--- src/rtl/shift_issue_stage.sv ---
// Issue stage ahead of the combinational Shifter: decodes shift ops, resolves the shift amount,
// and holds Shifter-ready operands in a main register backed by a one-entry skid buffer.
module shift_issue_stage #(
  parameter int unsigned N   = 32,
  parameter int unsigned SHW = 5
) (
  input  logic           clk,
  input  logic           rst_n,
  input  logic           flush,
  input  logic           in_valid,
  output logic           in_ready,
  input  logic [N-1:0]   in_rs1,
  input  logic [N-1:0]   in_rs2,
  input  logic [SHW-1:0] in_shamt,
  input  logic           in_is_imm,
  input  logic [2:0]     in_funct3,
  input  logic           in_funct7_5,
  input  logic [4:0]     in_rd,
  output logic           out_valid,
  input  logic           out_ready,
  output logic [N-1:0]   out_a,
  output logic [SHW-1:0] out_shamt,
  output logic [1:0]     out_type,
  output logic [4:0]     out_rd,
  output logic           out_illegal
);

  localparam logic [1:0] TypeSrl = 2'b00;
  localparam logic [1:0] TypeSll = 2'b01;
  localparam logic [1:0] TypeSra = 2'b10;
  localparam logic [1:0] TypeIll = 2'b11;

  typedef struct packed {
    logic [N-1:0]   a;
    logic [SHW-1:0] shamt;
    logic [1:0]     typ;
    logic [4:0]     rd;
    logic           illegal;
  } op_t;

  op_t  w_op;
  op_t  r_main, w_main_nxt;
  op_t  r_skid, w_skid_nxt;
  logic r_main_valid, w_main_valid_nxt;
  logic r_skid_valid, w_skid_valid_nxt;
  logic w_accept;
  logic w_main_free;

  // Only the low SHW bits of rs2 form a register-sourced shift amount.
  logic w_unused_rs2_hi;
  assign w_unused_rs2_hi = ^in_rs2[N-1:SHW];

  always_comb begin
    w_op.a       = in_rs1;
    w_op.shamt   = in_is_imm ? in_shamt : in_rs2[SHW-1:0];
    w_op.rd      = in_rd;
    w_op.typ     = TypeIll;
    w_op.illegal = 1'b1;
    if (in_funct3 == 3'b001 && !in_funct7_5) begin
      w_op.typ     = TypeSll;
      w_op.illegal = 1'b0;
    end else if (in_funct3 == 3'b101) begin
      w_op.typ     = in_funct7_5 ? TypeSra : TypeSrl;
      w_op.illegal = 1'b0;
    end
  end

  // A full skid deasserts in_ready, so it can never coincide with an accept.
  assign w_accept    = in_valid & ~r_skid_valid;
  assign w_main_free = ~r_main_valid | out_ready;

  always_comb begin
    w_main_nxt       = r_main;
    w_skid_nxt       = r_skid;
    w_main_valid_nxt = r_main_valid;
    w_skid_valid_nxt = r_skid_valid;
    if (flush) begin
      w_main_valid_nxt = 1'b0;
      w_skid_valid_nxt = 1'b0;
    end else if (w_main_free) begin
      if (r_skid_valid) begin
        w_main_nxt       = r_skid;
        w_main_valid_nxt = 1'b1;
        w_skid_valid_nxt = 1'b0;
      end else begin
        w_main_valid_nxt = w_accept;
        if (w_accept) begin
          w_main_nxt = w_op;
        end
      end
    end else if (w_accept) begin
      w_skid_nxt       = w_op;
      w_skid_valid_nxt = 1'b1;
    end
  end

  always_ff @(posedge clk or negedge rst_n) begin
    if (!rst_n) begin
      r_main       <= '0;
      r_skid       <= '0;
      r_main_valid <= 1'b0;
      r_skid_valid <= 1'b0;
    end else begin
      r_main       <= w_main_nxt;
      r_skid       <= w_skid_nxt;
      r_main_valid <= w_main_valid_nxt;
      r_skid_valid <= w_skid_valid_nxt;
    end
  end

  assign in_ready    = ~r_skid_valid;
  assign out_valid   = r_main_valid;
  assign out_a       = r_main.a;
  assign out_shamt   = r_main.shamt;
  assign out_type    = r_main.typ;
  assign out_rd      = r_main.rd;
  assign out_illegal = r_main.illegal;

endmodule

--- config.mk ---
export PLATFORM = sky130hd
export DESIGN_NAME = shift_issue_stage
export DESIGN_NICKNAME = d
export VERILOG_FILES = /design/src/rtl/shift_issue_stage.sv
export SDC_FILE = /design/constraint.sdc
export NUM_CORES = 1
export LEC_CHECK = 0
export ABC_CLOCK_PERIOD_IN_PS = 3000
export CAP_MARGIN = 25
export CORE_AREA = 2 2 105 107
export DETAILED_ROUTE_END_ITERATION = 10
export DIE_AREA = 0 0 107 109
export GPL_ROUTABILITY_DRIVEN = 0
export PLACE_DENSITY = 0.7
export REMOVE_ABC_BUFFERS = 1
export SYNTH_ARGS = -nofsm -noshare
export SYNTH_HDL_FRONTEND = slang
export SYNTH_SLANG_ARGS = --single-unit
--- constraint.sdc ---
create_clock -name clk -period 3 [get_ports clk]
set_input_delay 0.6 -clock clk [delete_from_list [all_inputs] [get_ports clk]]
set_output_delay 0.6 -clock clk [all_outputs]
set_load 0.1 [all_outputs]
==> results.md <==
* Nets@finish at a little under 500
* Comb pwr share at approximately 36%
* Full die area at approximately 12000 um^2
* P_leak at ~2.4 nW
* Vias in the first global route at 2998
* Vias at approximately 2800
* Final-report max-slew violation count at 0
* Main flop type after synthesis: dfrtp_1
* Share of the synthesized area in the top cell type at a little under three fifths
* Pwr dens at roughly 730 nW/um^2
* Total CTS buffers at 9
* Setup violators final at 0
* # DRC at 0
* Antenna violations before repair at 0
* CTS Hold Buffers Added at 0
* Hpwl dp at ~5.8 mm
* CP max stage cell: or2_2
* Final Cell Area at ~5400 um^2
* Post-detailed-route count of antenna-violating nets at 0
* Sequential area share after synthesis at ~55%
* Avg WL per Cell at approximately 17 um
* Asr flop ratio synth at 100.0%
* Top cell type by total area after synthesis: dfrtp_1
* Worst VDD drop at about 0.34 mV
* Share of cells above drive strength 1 at 30.38%
* Distinct cells, synth at 25
* Port Buffers at between 100 and 150
* Sequential fraction of design power at 41.5%
* Vias per cell at a little over 5
* Die H at ~110 um
* Critical Path End Type: flip-flop
* Worst Setup Start Kind: input pin
* Max frequency at about 0.44 GHz
* Starting Density at approximately two fifths
* Crit-path max FO at 45
* Req. time, crit path at approximately 3.2 ns
* Floorplan row count at 38
* H-tree levels at 3
* Clk_skew at 0.007965 ns
* Hold Vio Cnt, Final at 0
* N_diodes at 0
* CTS root buf: clkbuf_8
* Fin Hold WS at 0.2710 ns
* Syn Area/Cell at 13.12 um^2
* Crit Path Category: input pin to flip-flop
* TritonCTS Sinks at 92
* RSZ-0062 raised after global routing: no
* Hold Crit Class: input pin to async pin
* Post-Syn Instances at ~320
* Die Width at roughly 110 um
* Final Critical Period at between 2 and 2.5 ns
* Synthesized cell area at about 4200 um^2
* CTS tree: yes
* Switching share of power at roughly 40%
* First-pass GRT wire length at approximately 15 mm
* Clk Latency, worst-skew pair at between 0.3 and 0.4 ns
* Largest net degree at the start of global routing at 51
* Num ports at around 130
* Largest cells by area after synthesis: dfrtp_1 55%, mux2_4 14%, mux2i_1 11%, o21ai_0 8.1%, o21ai_1 2.8%
* Placed inst area at between 5000 and 6000 um^2
* Critical Path AT at approximately 2.5 ns
* Layout area overhead at 29.56%
* Post-CTS Resized at 0
* Outcome: complete, no violations
* Global route overflow at 0
* Net Sw Power at between 0.0015 and 0.002 W
* Worst-margin pin slew at roughly 0.90 ns
* Synth warn at 0
* Yosys reg bits at 92
* Total GRT Usage at 16.98%
* Area of the core at ~11000 um^2
* Post-synth EDFFs at 0
* Max-cap viol count at 0
* Worst path cell trace: clkdlybuf4s50_1 > nor2b_4 > or2_2 > o21ai_0
* Register clock-pin slew on the reported worst setup and hold paths at roughly 0.09 ns
* Rel. slew slack at 40.12%
* Clock power frac at approximately 22%
* Clock Path Buffers at 2
* CP peak stage delay at a little under 0.8 ns
* Initial DRT Pass Iterations at 4
* Final period util at 75.65%
* Total Wirelength at between 9 and 10 mm
* Postcts setup bufs at 0
* Internal Pwr Total at around 0.0024 W
* Iteration-0 DRC Markers at about 120
[cells in the mapped netlist (2+ instances only)]
cell type,number
o21ai_0,67
buf_2,11
nor2_1,2
dfrtp_1,92
clkbuf_1,8
nand2b_1,2
mux2_2,10
buf_6,4
mux2i_1,45
o21ai_1,23
mux2_4,39
[power by group through the flow]
stage	combinational, W	clock, W	sequential [W]
6_report	0.00143	0.000875	0.00163
3_3_place_gp	0.00142	0	0.00164
3_5_place_dp	0.00143	0	0.00165
4_1_cts	0.00144	0.000895	0.00163
5_1_grt	0.00150	0.000954	0.00166
2_1_floorplan	0.000355	0	0.00235
[layout make-up]
| class | instances | area (um^2) |
|---|---|---|
| clock buffers | 11 | 151.4 |
| clock inverters | 5 | 60.06 |
| fillers | 948 | 5213 |
| inverters | 2 | 7.507 |
| multi-input cells | 199 | 1724 |
| flip-flops and latches | 92 | 2303 |
| well taps | 140 | 175.2 |
| repair buffers | 109 | 968.4 |
[worst paths after layout]
check / start / endpoint / slack (ns) / cells after the start
max in group asynchronous: rst_n / out_a[9] / 2.05 / 2
min in group clk: out_a[30] / out_a[30] / 0.51 / 2
worst max-delay path: out_ready / out_a[7] / 0.73 / 4
worst min register to register: out_a[30] / out_a[30] / 0.51 / 2
worst max register to register: out_valid / out_a[7] / 1.04 / 3
worst min-delay path: rst_n / out_a[28] / 0.27 / 1
[routing by layer]
layer	vias to the layer above	GRT usage, %	routed length [um]
met5	-	0	0
met4	0	5.380	113
met3	9	4.722	494
met2	74	27.62	4430
met1	1443	22.13	4317
li1	1318	-	-
[cells in the final DEF (no fill, tap or decap), drive strengths merged]
cell type      netlist  routed
bufinv               0       1
o31ai                1       1
nand3b               1       1
o21ai               90      90
or2                  1       1
or3b                 1       1
clkbuf               8      11
nor3                 1       1
nor3b                1       1
nor2b                2       2
clkdlybuf4s50        0      55
dfrtp               92      92
o21bai               1       1
mux2                49      49
clkinvlp             0       1
inv                  2       2
clkinv               0       3
buf                 16      54
mux2i               45      45
nor2                 3       3
nand3                1       1
nand2b               2       2
[sequential cells by signal (all words and copies together), names as in the netlist]
register      cells
out_rd            5
r_skid           45
out_shamt         5
r_skid_valid      1
out_valid         1
out_illegal       1
out_a            32
out_type          2
[worst max-delay path, delay by kind of cell]
family / cells / cell delay, ns
compound gates: 1 / 0.22
simple gates: 2 / 1.17
buf+inv: 1 / 0.46
[through the flow]
step	utilization [%]	setup TNS (ns)	power, W	setup slack (ns)	std cells
global placement	48.84	0	0.003056	0.3650	542
finish	50.84	0	0.003933	0.7304	558
floorplan	-	-31.27	0.002702	-0.7147	293
detailed placement	48.84	0	0.003088	0.3215	542
CTS	50.84	0	0.003966	0.7085	558
global route	50.84	0	0.004115	0.5404	558
[cell families after synthesis]
| kind of cell | after synthesis | synth area share (%) |
|---|---|---|
| buffers and inverters | 26 | 3.489 |
| AO/OA/AOI/OAI | 92 | 11.19 |
| AND/OR/NAND/NOR | 13 | 2.376 |
| multiplexers | 94 | 27.61 |
| flip-flops | 92 | 55.34 |
Power figures use the tool's default switching activity.
